`config.mk`:
```
export PLATFORM = sky130hd
export DESIGN_NAME = time_base_multi
export DESIGN_NICKNAME = d
export VERILOG_FILES = /design/src/rtl/time_base_multi.sv
export SDC_FILE = /design/constraint.sdc
export NUM_CORES = 1
export LEC_CHECK = 0
export ABC_CLOCK_PERIOD_IN_PS = 3800
export CORE_MARGIN = 1
export CORE_UTILIZATION = 50
export DETAILED_ROUTE_END_ITERATION = 8
export PLACE_DENSITY = 0.65
export REMOVE_ABC_BUFFERS = 1
export SLEW_MARGIN = 20
export SYNTH_ARGS = -nofsm -noshare
export SYNTH_HDL_FRONTEND = slang
export SYNTH_SLANG_ARGS = --single-unit
```
`constraint.sdc`:
```
create_clock -name clk -period 3.8 [get_ports clk]
set_input_delay 0.76 -clock clk [delete_from_list [all_inputs] [get_ports clk]]
set_output_delay 0.76 -clock clk [all_outputs]
set_load 0.05 [all_outputs]
```
`src/rtl/time_base_multi.sv`:
```
// Multi-channel programmable tick generator: each channel divides clk by its own
// divisor, periodic or one-shot, with shadowed divisor updates applied at period boundaries.

module time_base_ch #(
  parameter int              CNT_W   = 26,
  parameter logic [CNT_W-1:0] DIV_RST = CNT_W'(1)
) (
  input  logic             clk,
  input  logic             reset,
  input  logic             enable,
  input  logic             ch_en,
  input  logic             oneshot,
  input  logic             start,
  input  logic             wr,
  input  logic [CNT_W-1:0] wdiv,
  output logic             pulse,
  output logic             busy
);
  typedef enum logic {IDLE, RUN} state_t;

  state_t           state, state_nxt;
  logic [CNT_W-1:0] cnt, cnt_nxt;
  logic [CNT_W-1:0] div_act, div_act_nxt;
  logic [CNT_W-1:0] div_shd, div_shd_nxt;
  logic [CNT_W-1:0] div_load;
  logic             pulse_nxt;

  // A write landing on the same edge as a reload wins over the old shadow
  assign div_load = wr ? wdiv : div_shd;

  always_comb begin
    state_nxt   = state;
    cnt_nxt     = cnt;
    div_shd_nxt = div_load;
    div_act_nxt = (wr && state == IDLE) ? wdiv : div_act;
    pulse_nxt   = 1'b0;
    if (!ch_en) begin
      state_nxt = IDLE;
      cnt_nxt   = '0;
    end else if (state == IDLE) begin
      if (enable && (!oneshot || start)) begin
        state_nxt   = RUN;
        cnt_nxt     = '0;
        div_act_nxt = div_load;
      end
    end else if (enable) begin
      if (start) begin
        cnt_nxt     = '0;
        div_act_nxt = div_load;
      end else if (cnt == div_act - CNT_W'(1)) begin
        cnt_nxt     = '0;
        pulse_nxt   = 1'b1;
        div_act_nxt = div_load;
        if (oneshot) state_nxt = IDLE;
      end else begin
        cnt_nxt = cnt + CNT_W'(1);
      end
    end
  end

  always_ff @(posedge clk) begin
    if (reset) begin
      state   <= IDLE;
      cnt     <= '0;
      div_act <= DIV_RST;
      div_shd <= DIV_RST;
      pulse   <= 1'b0;
    end else begin
      state   <= state_nxt;
      cnt     <= cnt_nxt;
      div_act <= div_act_nxt;
      div_shd <= div_shd_nxt;
      pulse   <= pulse_nxt;
    end
  end

  assign busy = (state == RUN);
endmodule

module time_base_multi #(
  parameter int                      NUM_CH   = 3,
  parameter int                      CNT_W    = 26,
  parameter logic [NUM_CH*CNT_W-1:0] DIV_INIT = {26'd25000000, 26'd2500, 26'd2},
  localparam int                     CH_W     = (NUM_CH > 1) ? $clog2(NUM_CH) : 1
) (
  input  logic              clk,
  input  logic              reset,
  input  logic              enable,
  input  logic [NUM_CH-1:0] ch_enable,
  input  logic [NUM_CH-1:0] oneshot,
  input  logic [NUM_CH-1:0] start,
  input  logic              cfg_we,
  input  logic [CH_W-1:0]   cfg_ch,
  input  logic [CNT_W-1:0]  cfg_div,
  output logic [NUM_CH-1:0] pulse,
  output logic [NUM_CH-1:0] busy,
  output logic              cfg_err
);
  localparam logic [CH_W:0] NUM_CH_L = NUM_CH[CH_W:0];

  logic ch_valid, cfg_ok;
  assign ch_valid = ({1'b0, cfg_ch} < NUM_CH_L);
  assign cfg_ok   = ch_valid && (cfg_div != '0);

  always_ff @(posedge clk) begin
    if (reset) cfg_err <= 1'b0;
    else       cfg_err <= cfg_we && !cfg_ok;
  end

  for (genvar i = 0; i < NUM_CH; i++) begin : g_ch
    logic wr;
    assign wr = cfg_we && cfg_ok && (cfg_ch == CH_W'(i));
    time_base_ch #(
      .CNT_W  (CNT_W),
      .DIV_RST(DIV_INIT[i*CNT_W +: CNT_W])
    ) u_ch (
      .clk    (clk),
      .reset  (reset),
      .enable (enable),
      .ch_en  (ch_enable[i]),
      .oneshot(oneshot[i]),
      .start  (start[i]),
      .wr     (wr),
      .wdiv   (cfg_div),
      .pulse  (pulse[i]),
      .busy   (busy[i])
    );
  end
endmodule

```
==> results of run 1 <==
[synthesized netlist by cell type (40+ instances only)]
library cell  number  share of area (%)
nand3_1           69                2.5
dfxtp_1          241                 35
nor3_1            43                1.5
nand2_1          169                4.5
mux2i_1          128                9.2
clkbuf_1          84                2.3
inv_1             40                1.1
xor2_1            58                3.6
a21oi_1           47                1.7
nor2_1           152                4.1
o21ai_0           47                1.7
xnor2_1           55                3.5
[critical path, cell delays in order, from the launching register on]
cell,delay (ns)
dfxtp_1,0.31
or4_1,0.54
or3_4,0.42
mux2_4,0.32
a311oi_2,0.36
nor2_1,0.09
and4_1,0.28
a211oi_4,0.73
buf_4,0.28
o32ai_1,0.10
[cell families after synthesis]
kind of cell             count (synthesis)  synth area share (%)
flip-flops                             241                 34.59
multiplexers                           168                 12.44
AO/OA/AOI/OAI                          279                 14.69
adder cells (fa/ha/maj)                  6                0.5382
AND/OR/NAND/NOR                        682                 25.52
XOR/XNOR                               114                 7.258
buffers and inverters                  157                 4.961
[final cells by class]
class                   instances  area, µm²  share of cell area [%]
multi-input cells            1249       8443                   53.05
flip-flops and latches        241       4825                   30.32
repair buffers                123       1101                   6.919
clock buffers                  41      838.3                   5.268
well taps                     372      465.4                   2.925
inverters                      40      150.1                  0.9435
clock inverters                 7      91.34                  0.5739
[registers in the layout (all words and copies together), names as in the netlist]
register and cells:
g_ch.u_ch.busy 3, g_ch.u_ch.div_shd 78, g_ch.u_ch.cnt 78, g_ch.u_ch.div_act 78, g_ch.u_ch.pulse 3, cfg_err 1
[timing repair]
action                     4_1_cts  5_1_grt
setup endpoints to repair        0        8
setup buffers                    0        0
gates resized for setup          0        0
[per-stage QoR]
stage               worst slack [ns]  util (%)  std cells  setup TNS [ns]  hold slack [ns]
detailed placement            0.1150     55.14       2025               0           0.4496
global placement              0.1169     55.14       2025               0           0.4444
CTS                           0.2533     58.56       2073               0           0.4631
finish                        0.2177     58.56       2073               0           0.4642
global route                 0.01205     58.56       2073               0           0.4791
floorplan                    -0.3198         -       1530          -13.33           0.4277
[power by group]
group / internal, W / switching [W] / total, W
combinational: 0.000318 / 0.000423 / 0.000741
sequential: 0.00259 / 0.0000672 / 0.00266
clock: 0.00165 / 0.00108 / 0.00272
[per-layer routing]
metal | up-vias | part of all wire, % | GRT usage, %
met4 | 0 | 4.7 | 12.42
met2 | 291 | 45 | 43.91
met3 | 82 | 4.3 | 2.665
met5 | - | 0 | 0
li1 | 6045 | - | -
met1 | 5885 | 46 | 36.92
[how the worst max path moves through the flow]
stage                     cells past startpoint                      from                       end
after global routing                          9  g_ch[0].u_ch.div_act[11]      g_ch[0].u_ch.cnt[15]
after detailed placement                     11                cfg_div[4]  g_ch[1].u_ch.div_act[13]
final                                         9   g_ch[0].u_ch.div_act[3]   g_ch[0].u_ch.div_act[6]
after global placement                       11                cfg_div[3]  g_ch[1].u_ch.div_act[12]
after CTS                                    11   g_ch[2].u_ch.div_act[0]   g_ch[2].u_ch.div_act[8]
after floorplan                               8                cfg_div[4]  g_ch[2].u_ch.div_act[12]
==> metrics.md, run 1 <==
| Metric | Value |
|---|---|
| Status | complete, no violations |
| Fmax | 279.2 MHz |
| Seq/Total Area, Yosys | around a third |
| Final hold violations | 0 |
| RR Endpoint | g_ch[0].u_ch.div_act[6] |
| #FFs+latches synth | roughly 240 |
| Worst Setup End Kind | flop |
| Routability cong. | between 0.9 and 1 |
| Setup crit start kind | flop |
| CTS tree | done |
| Worst r2r src | g_ch[0].u_ch.div_act[3] |
| HP Start | g_ch[1].u_ch.div_shd[11] |
| Largest net degree at the start of global routing | 57 |
| Post-synth cell types | between 80 and 90 |
| Power density over the cells | 384.9 nW/µm² |
| Setup slack, reg-to-reg | around 0.22 ns |
| Synth Warn # | 0 |
| Largest buffer count on any clock path | 3 |
| Via/cell ratio | 5.935 |
| RSZ-0062 raised after global routing | false |
| Placed Area | between 10,000 and 15,000 µm² |
| Starting Density | 51.32% |
| Port buffer count | 47 |
| CP max FO | 15 |
| Layout area overhead | 14.10% |
| Die ar. | 28,570 µm² |
| Critical path class | reg2reg |
| Worst-case reg-to-reg path depth | 9 |
| P_leak | roughly 6 nW |
| Post-Syn Area | approximately 14,000 µm² |
| N_diodes | 0 |
| Antenna-violating nets left | 0 |
| Starting DRT DRC Count | 885 |
| Worst Hold Class | reg2reg |
| Drt wl/cell | 18.72 µm |
| Drt drc | 0 |
| Nets@finish | 1,729 |
| Core area | 27,180 µm² |
| Num CTS Buffers | 27 |
| Async set-reset flop share out of synthesis | 0% |
| Final instance area | 15,910 µm² |
| Die height | 169.0 µm |
| Syn Area/Cell | about 8.5 µm² |
| H-Tree Depth | 1 |
| CTS root buf | clkbuf_16 |
| Setup-failing EPs final | 0 |
| Vias in the first global route | 11,560 |
| Antenna violations before repair | 0 |
| Final min period | between 3 and 4 ns |
| Rows | 60 |
| Commonest non-fill, non-tap cell in the layout | dfxtp_1 |
| Final Skew | between 0.015 and 0.02 ns |
| Pre-antenna DRT Iters | 5 |
| Number of synthesized flops with an enable pin | 0 |
| Cells after synthesis | 1,647 |
| Grt ovf | 0 |
| Max-cap violation count | 0 |
| Slew Limit Fails | 0 |
| Clk slew on worst S/H paths | roughly 0.060 ns |
| Hold Path Sink | g_ch[1].u_ch.div_shd[11] |
| Hold buffers post-CTS | 0 |
| Peak supply drop | 346.5 µV |
| # fillers | between 2,000 and 3,000 |
| WL final | 38.82 mm |
| Tot Pwr | ~0.0061 W |
| GRT Resource Usage Total | 27.27% |
| WP data arrival | 3.99 ns |
| Ports | 48 |
| First-pass GRT wire length | about 62 mm |
| Hold depth | 1 |
| Worst Tran Pin Value | approximately 1.0 ns |
| CTS sink cnt | about 240 |
| Fraction of layout cells with a size suffix above 1 | 11.05% |
| Die X | 169.0 µm |
| Most frequent cells in the layout | dfxtp_1 (241), nand2_1 (169), nor2_1 (150) |
| Via Count | 12,300 |
| Fin crit share | 94.27% |
| Clock Latency Late Sink | 0.55 ns |
| CP required | 4.20 ns |
| Detailed Place HPWL | 28.47 mm |
| Top_reg_cell synth | dfxtp_1 |
| Max-slew headroom | 30.00% |
Power figures use the tool's default switching activity.
==> run 2, diff against run 1 <==
--- a/config.mk
+++ b/config.mk
@@ -9,6 +9,7 @@
 export CORE_MARGIN = 1
 export CORE_UTILIZATION = 50
 export DETAILED_ROUTE_END_ITERATION = 8
+export MAX_ROUTING_LAYER = met4
 export PLACE_DENSITY = 0.65
 export REMOVE_ABC_BUFFERS = 1
 export SLEW_MARGIN = 20
==> run 2 against run 1 <==
  * Wire length is 0.42% higher
  * Hold slack gained 0.0072 ns
  * Clock skew shrank 0.0081 ns
  * Core utilization up 0.29 points
  * Critical endpoint is now g_ch[2].u_ch.div_act[0]
  * Largest power group unchanged
==> metrics.md, run 2 (synthesized netlist as in run 1, its figures left out) <==
| Metric | Value |
|---|---|
| Setup crit start kind | flop |
| Fmax | 274.0 MHz (-1.9%) |
| Drt drc | 0 (unchanged) |
| Placed Area | 15,020 µm² (+0.27%) |
| Peak supply drop | 313.0 µV (-9.7%) |
| Slew Limit Fails | 0 (unchanged) |
| Worst Setup End Kind | flop |
| Max-slew headroom | 35.81% (+5.8 points) |
| Via Count | 12,410 (+0.85%) |
| P_leak | 6.096 nW (+0.23%) |
| Vias in the first global route | 11,730 (+1.5%) |
| Worst Tran Pin Value | 0.9612 ns (-0.08502 ns) |
| Final Skew | 0.01008 ns (-0.008130 ns) |
| Largest regs | g_ch.u_ch.cnt x78, g_ch.u_ch.div_act x78, g_ch.u_ch.div_shd x78 |
| Clk slew on worst S/H paths | 0.06 ns (about the same) |
| CTS sink cnt | 241 (unchanged) |
| Pre-antenna DRT Iters | 5 (unchanged) |
| Largest net degree at the start of global routing | 82 (+44%) |
| Worst Hold Class | reg2reg |
| Starting Density | 51.32% (unchanged) |
| PnR worst setup slack | 0.1498 ns (-0.06796 ns) |
| Pre-CTS setup slack | 0.02225 ns (-0.09271 ns) |
| Most frequent cells in the layout | dfxtp_1 (241), nand2_1 (168), nor2_1 (149) |
| Largest buffer count on any clock path | 3 (unchanged) |
| Routability cong. | 0.9635 (+3.7%) |
| Detailed Place HPWL | 28.24 mm (-0.79%) |
| Die X | 169.0 µm (unchanged) |
| Commonest non-fill, non-tap cell in the layout | dfxtp_1 |
| RSZ-0062 raised after global routing | false |
| Antenna violations before repair | 1 (+1) |
| H-Tree Depth | 1 (unchanged) |
| Nets@finish | 1,737 (+0.46%) |
| Fin crit share | 96.06% (+1.8 points) |
| GRT Resource Usage Total | 27.88% (+0.61 points) |
| CTS tree | done |
| Drt wl/cell | 18.72 µm (about the same) |
| Final hold violations | 0 (unchanged) |
| Rows | 60 (unchanged) |
| Power density over the cells | 385.9 nW/µm² (+0.26%) |
| CTS root buf | clkbuf_16 |
| Final instance area | 15,990 µm² (+0.49%) |
| CP required | 4.24 ns (+0.04 ns) |
| Fraction of layout cells with a size suffix above 1 | 11.76% (+0.71 points) |
| First-pass GRT wire length | 62.06 mm (-0.51%) |
| Critical path class | reg2reg |
| Port buffer count | 47 (unchanged) |
| Tot Pwr | 0.006172 W (+0.75%) |
| Antenna-violating nets left | 0 (unchanged) |
| Clock Latency Late Sink | 0.54 ns (about the same) |
| Hold slack | 0.4715 ns (+0.007216 ns) |
| Status | complete, no violations |
| Final min period | 3.650 ns (+0.06796 ns) |
| Die ar. | 28,570 µm² (unchanged) |
| Ports | 48 (unchanged) |
| Post-CTS Setup Bufs | 0 (unchanged) |
| Die height | 169.0 µm (unchanged) |
| Setup-failing EPs final | 0 (unchanged) |
| Grt ovf | 0 (unchanged) |
| Via/cell ratio | 5.960 (+0.42%) |
| Core area | 27,180 µm² (unchanged) |
| Max-cap violation count | 0 (unchanged) |
| WP data arrival | 4.09 ns (+0.10 ns) |
| CP max FO | 26 (+11) |
| Starting DRT DRC Count | 826 (-6.7%) |
| Layout area overhead | 14.66% |
| Fin util | 58.84% (+0.29 points) |
| Num CTS Buffers | 27 (unchanged) |
| WL final | 38.98 mm (+0.42%) |
-- run 2: cell count changes in the layout (fill, tap and decap cells not counted), sizes merged --
cell	delta
clkinv	+4
clkinvlp	+4
buf	+7
bufinv	+2
inv	+1
a211oi	+1
diode	+1
clkbuf	-11
-- run 2: timing repair --
item	in CTS	in global routing
setup endpoints to repair	0	25
hold buffers	0	0
resized for setup	0	3
-- run 2: cell type report --
cell class | instances | area (µm²)
clock inverter | 18 | 229.0
tap | 372 | 465.4
timing repair buffer | 130 | 1141
antenna | 1 | 2.502
sequential | 241 | 4825
multi-input combinational | 1250 | 8472
clock buffer | 30 | 706.9
inverter | 40 | 150.1
fill | 2463 | 11180
-- run 2: stage by stage --
stage,setup TNS [ns],instances
CTS,0,2080
global placement,0,2032
finish,0,2082
detailed placement,0,2032
global route,0,2082
floorplan,-13.33,1530
-- run 2: worst max-delay path, stage by stage (launching register included) --
cell	delay [ns]
dfxtp_1	0.39
inv_1	0.09
ha_1	0.29
or4b_1	0.55
nor4_1	0.34
xnor2_1	0.19
nor4_2	0.36
nand4_1	0.20
nor4_4	0.46
a211oi_4	0.11
buf_4	0.26
o32ai_1	0.30
-- run 2: report_power, final --
| group | switching (W) | internal [W] | leakage [nW] | total, W |
|---|---|---|---|---|
| combinational | 0.000429 | 0.000324 | 3.70 | 0.000753 |
| clock | 0.00113 | 0.00163 | 0.445 | 0.00276 |
| sequential | 0.0000671 | 0.00259 | 1.95 | 0.00266 |
| total | 0.00163 | 0.00454 | 6.10 | 0.00617 |
-- run 2: path summary, 6_finish.rpt --
| check | to | from | slack, ns | depth (start not counted) |
|---|---|---|---|---|
| worst max-delay path | g_ch[2].u_ch.div_act[0] | g_ch[2].u_ch.div_act[0] | 0.15 | 11 |
| worst max register to register | g_ch[2].u_ch.div_act[0] | g_ch[2].u_ch.div_act[0] | 0.15 | 11 |
| worst min-delay path | g_ch[1].u_ch.div_shd[2] | g_ch[1].u_ch.div_shd[2] | 0.47 | 1 |
| worst min register to register | g_ch[1].u_ch.div_shd[2] | g_ch[1].u_ch.div_shd[2] | 0.47 | 1 |
-- run 2: metal layers --
metal  track usage [%]  wire (µm)
met3             4.396       2165
met5                 -          0
met2             43.55      17110
met1             35.30      17710
met4             13.16       1991
==> run 3, diff against run 2 <==
--- a/config.mk
+++ b/config.mk
@@ -10,7 +10,7 @@
 export CORE_UTILIZATION = 50
 export DETAILED_ROUTE_END_ITERATION = 8
 export MAX_ROUTING_LAYER = met4
-export PLACE_DENSITY = 0.65
+export PLACE_DENSITY = 0.77
 export REMOVE_ABC_BUFFERS = 1
 export SLEW_MARGIN = 20
 export SYNTH_ARGS = -nofsm -noshare
==> run 3 against run 2 <==
  * Wire length decreased by 1.5%
  * Flip-flop and latch count unchanged
  * Non-clock buffer count decreased by 11
  * Global-route usage decreased by 0.21 points
  * Highest routed layer unchanged
  * Clock skew increased by 0.014 ns
  * Critical path type unchanged
  * Count of clock-buffer cells in the layout increased by 11
  * Cell area decreased by 0.64%
  * Sequential power about the same
==> metrics.md, run 3 (synthesized netlist as in run 1, its figures left out) <==
| Metric | Value |
|---|---|
| Status | complete, no violations |
| First-pass GRT wire length | 62.40 mm (+0.54%) |
| CTS root buf | clkbuf_16 |
| Antenna violations before repair | 0 (-1) |
| Net Sw Power | 0.001571 W (-3.5%) |
| Die X | 169.0 µm (unchanged) |
| Worst Tran Pin Value | 0.9752 ns (+0.01402 ns) |
| Drt wl/cell | 18.54 µm (-0.98%) |
| Sequential share of power | 44.0% (+0.9 points) |
| Final min period | 3.624 ns (-0.02620 ns) |
| Clk slew on worst S/H paths | 0.06 ns (about the same) |
| Vias in the first global route | 12,150 (+3.6%) |
| Layout area overhead | 13.92% |
| Final instance area | 15,890 µm² (-0.64%) |
| Crit-path cells | inv_1 > ha_1 > or4b_4 > nor4_2 > xnor2_1 > nor3_1 > nor4bb_1 > nand4_1 > buf_4 > nand2_1 > o21ai_0 |
| PnR worst setup slack | 0.1760 ns (+0.02620 ns) |
| Rows | 60 (unchanged) |
| Peak supply drop | 354.9 µV (+13%) |
| Max-slew headroom | 34.75% (-1.1 points) |
| Die height | 169.0 µm (unchanged) |
| Fmax | 275.9 MHz (+0.72%) |
| Power density over the cells | 380.6 nW/µm² (-1.4%) |
| Final Skew | 0.02412 ns (+0.01404 ns) |
| Via Count | 12,670 (+2.1%) |
| Port buffer count | 47 (unchanged) |
| Worst Setup End Kind | flop |
| N_diodes | 0 (-1) |
| H-Tree Depth | 1 (unchanged) |
| Pre-antenna DRT Iters | 5 (unchanged) |
| Drt drc | 0 (unchanged) |
| Num CTS Buffers | 28 (+3.7%) |
| Largest buffer count on any clock path | 3 (unchanged) |
| Ports | 48 (unchanged) |
| Nets@finish | 1,726 (-0.63%) |
| Hold depth | 1 (unchanged) |
| Placed Area | 14,930 µm² (-0.60%) |
| Commonest non-fill, non-tap cell in the layout | dfxtp_1 |
| Int Power | 0.004476 W (-1.5%) |
| Starting Density | 51.32% (unchanged) |
| Via/cell ratio | 6.112 (+2.6%) |
| Setup-failing EPs final | 0 (unchanged) |
| Die ar. | 28,570 µm² (unchanged) |
| Detailed Place HPWL | 28.03 mm (-0.76%) |
| Routability cong. | 0.9641 (about the same) |
| Combinational share of power | 12.3% (about the same) |
| GRT Resource Usage Total | 27.67% (-0.21 points) |
| Worst r2r src | g_ch[2].u_ch.div_act[0] |
| Starting DRT DRC Count | 965 (+17%) |
| Critical path class | reg2reg |
| CTS tree | done |
| Hold Path Sink | g_ch[1].u_ch.div_shd[2] |
| Max-cap violation count | 0 (unchanged) |
| Setup crit start kind | flop |
| Worst path slowest cell | or4b_4 |
| CTS sink cnt | 241 (unchanged) |
| Clock Latency Late Sink | 0.55 ns (about the same) |
| Final hold violations | 0 (unchanged) |
| Worst-case reg-to-reg path depth | 11 (unchanged) |
| P_leak | 6.066 nW (-0.50%) |
| HP Start | g_ch[1].u_ch.div_shd[2] |
| Grt ovf | 0 (unchanged) |
| Slew Limit Fails | 0 (unchanged) |
| # fillers | 2,408 (-2.2%) |
| CP max FO | 31 (+19%) |
| Most frequent cells in the layout | dfxtp_1 (241), nand2_1 (169), nor2_1 (150) |
| WL final | 38.41 mm (-1.5%) |
| WP data arrival | 4.02 ns (-0.07 ns) |
| RR Endpoint | g_ch[2].u_ch.cnt[19] |
| Fraction of layout cells with a size suffix above 1 | 11.00% (-0.76 points) |
| Worst Hold Class | reg2reg |
| Largest net degree at the start of global routing | 38 (-54%) |
| Pre-CTS setup slack | 0.1409 ns (+0.1187 ns) |
| Clock share of power | 43.7% (-1.0 points) |
| Fin crit share | 95.37% (-0.69 points) |
| CP required | 4.20 ns (-0.04 ns) |
| Worst path max stage delay | 0.55 ns (about the same) |
| Sw Share | 25.97% (-0.39 points) |
| Largest regs | g_ch.u_ch.cnt x78, g_ch.u_ch.div_act x78, g_ch.u_ch.div_shd x78 |
| Setup slack, reg-to-reg | 0.18 ns (+0.03 ns) |
| Antenna-violating nets left | 0 (unchanged) |
| Core area | 27,180 µm² (unchanged) |
-- run 3: what timing repair did --
action,in CTS,in global routing
buffers inserted,0,0
resized for setup,0,4
endpoints found under the setup margin,0,25
hold buffers,0,0
-- run 3: power groups by stage --
| stage | clock, W | sequential [W] | combinational (W) |
|---|---|---|---|
| after CTS | 0.00268 | 0.00266 | 0.000729 |
| after global placement | 0 | 0.00271 | 0.000706 |
| after detailed placement | 0 | 0.00272 | 0.000724 |
| final | 0.00264 | 0.00266 | 0.000742 |
| after global routing | 0.00279 | 0.00267 | 0.000799 |
| after floorplan | 0 | 0.00270 | 0.000437 |
-- run 3: metal layers --
layer	global-route usage, %	vias to the layer above	routed length (µm)
met5	-	-	0
met4	11.48	0	1527
met3	3.227	90	1866
met2	45.53	400	18440
met1	34.46	6140	16580
li1	-	6035	-
-- run 3: metrics by stage --
stage                     cells  setup TNS [ns]  hold slack, ns  power [W]  util [%]
after floorplan            1530          -13.33          0.4277   0.003142         -
after global placement     2020               0          0.4432   0.003419     54.95
after detailed placement   2020               0          0.4482   0.003439     54.95
after CTS                  2071               0          0.4613   0.006069     58.33
after global routing       2072        -0.02953          0.4939   0.006256     58.47
final                      2072               0          0.4638   0.006047     58.47
-- run 3: area by class of cell --
cell class | instances | area, µm² | area share, %
Sequential cell | 241 | 4825 | 30.36
Inverter | 40 | 150.1 | 0.9450
Clock buffer | 41 | 819.5 | 5.158
Clock inverter | 10 | 98.84 | 0.6221
Timing Repair Buffer | 119 | 1062 | 6.686
Multi-Input combinational cell | 1249 | 8468 | 53.30
Tap cell | 372 | 465.4 | 2.929
-- run 3: how the worst max path moves through the flow --
stage,from,end,slack (ns),depth (start not counted)
detailed placement,cfg_div[12],g_ch[1].u_ch.div_act[15],0.14,9
finish,g_ch[2].u_ch.div_act[0],g_ch[2].u_ch.cnt[19],0.18,11
global route,g_ch[2].u_ch.div_act[0],g_ch[2].u_ch.div_act[1],-0.02,12
floorplan,cfg_div[4],g_ch[2].u_ch.div_act[12],-0.32,8
global placement,cfg_div[12],g_ch[1].u_ch.div_act[12],0.18,9
CTS,g_ch[2].u_ch.div_act[0],g_ch[2].u_ch.div_act[1],0.14,12
-- run 3: critical path: cells and delay by family, from the launching register on --
kind | cells | cell delay (ns)
AO/OA/AOI/OAI | 1 | 0.16
buffers and inverters | 2 | 0.35
adder cells (fa/ha/maj) | 1 | 0.30
XOR/XNOR | 1 | 0.16
AND/OR/NAND/NOR | 6 | 2.13
flip-flops | 1 | 0.37
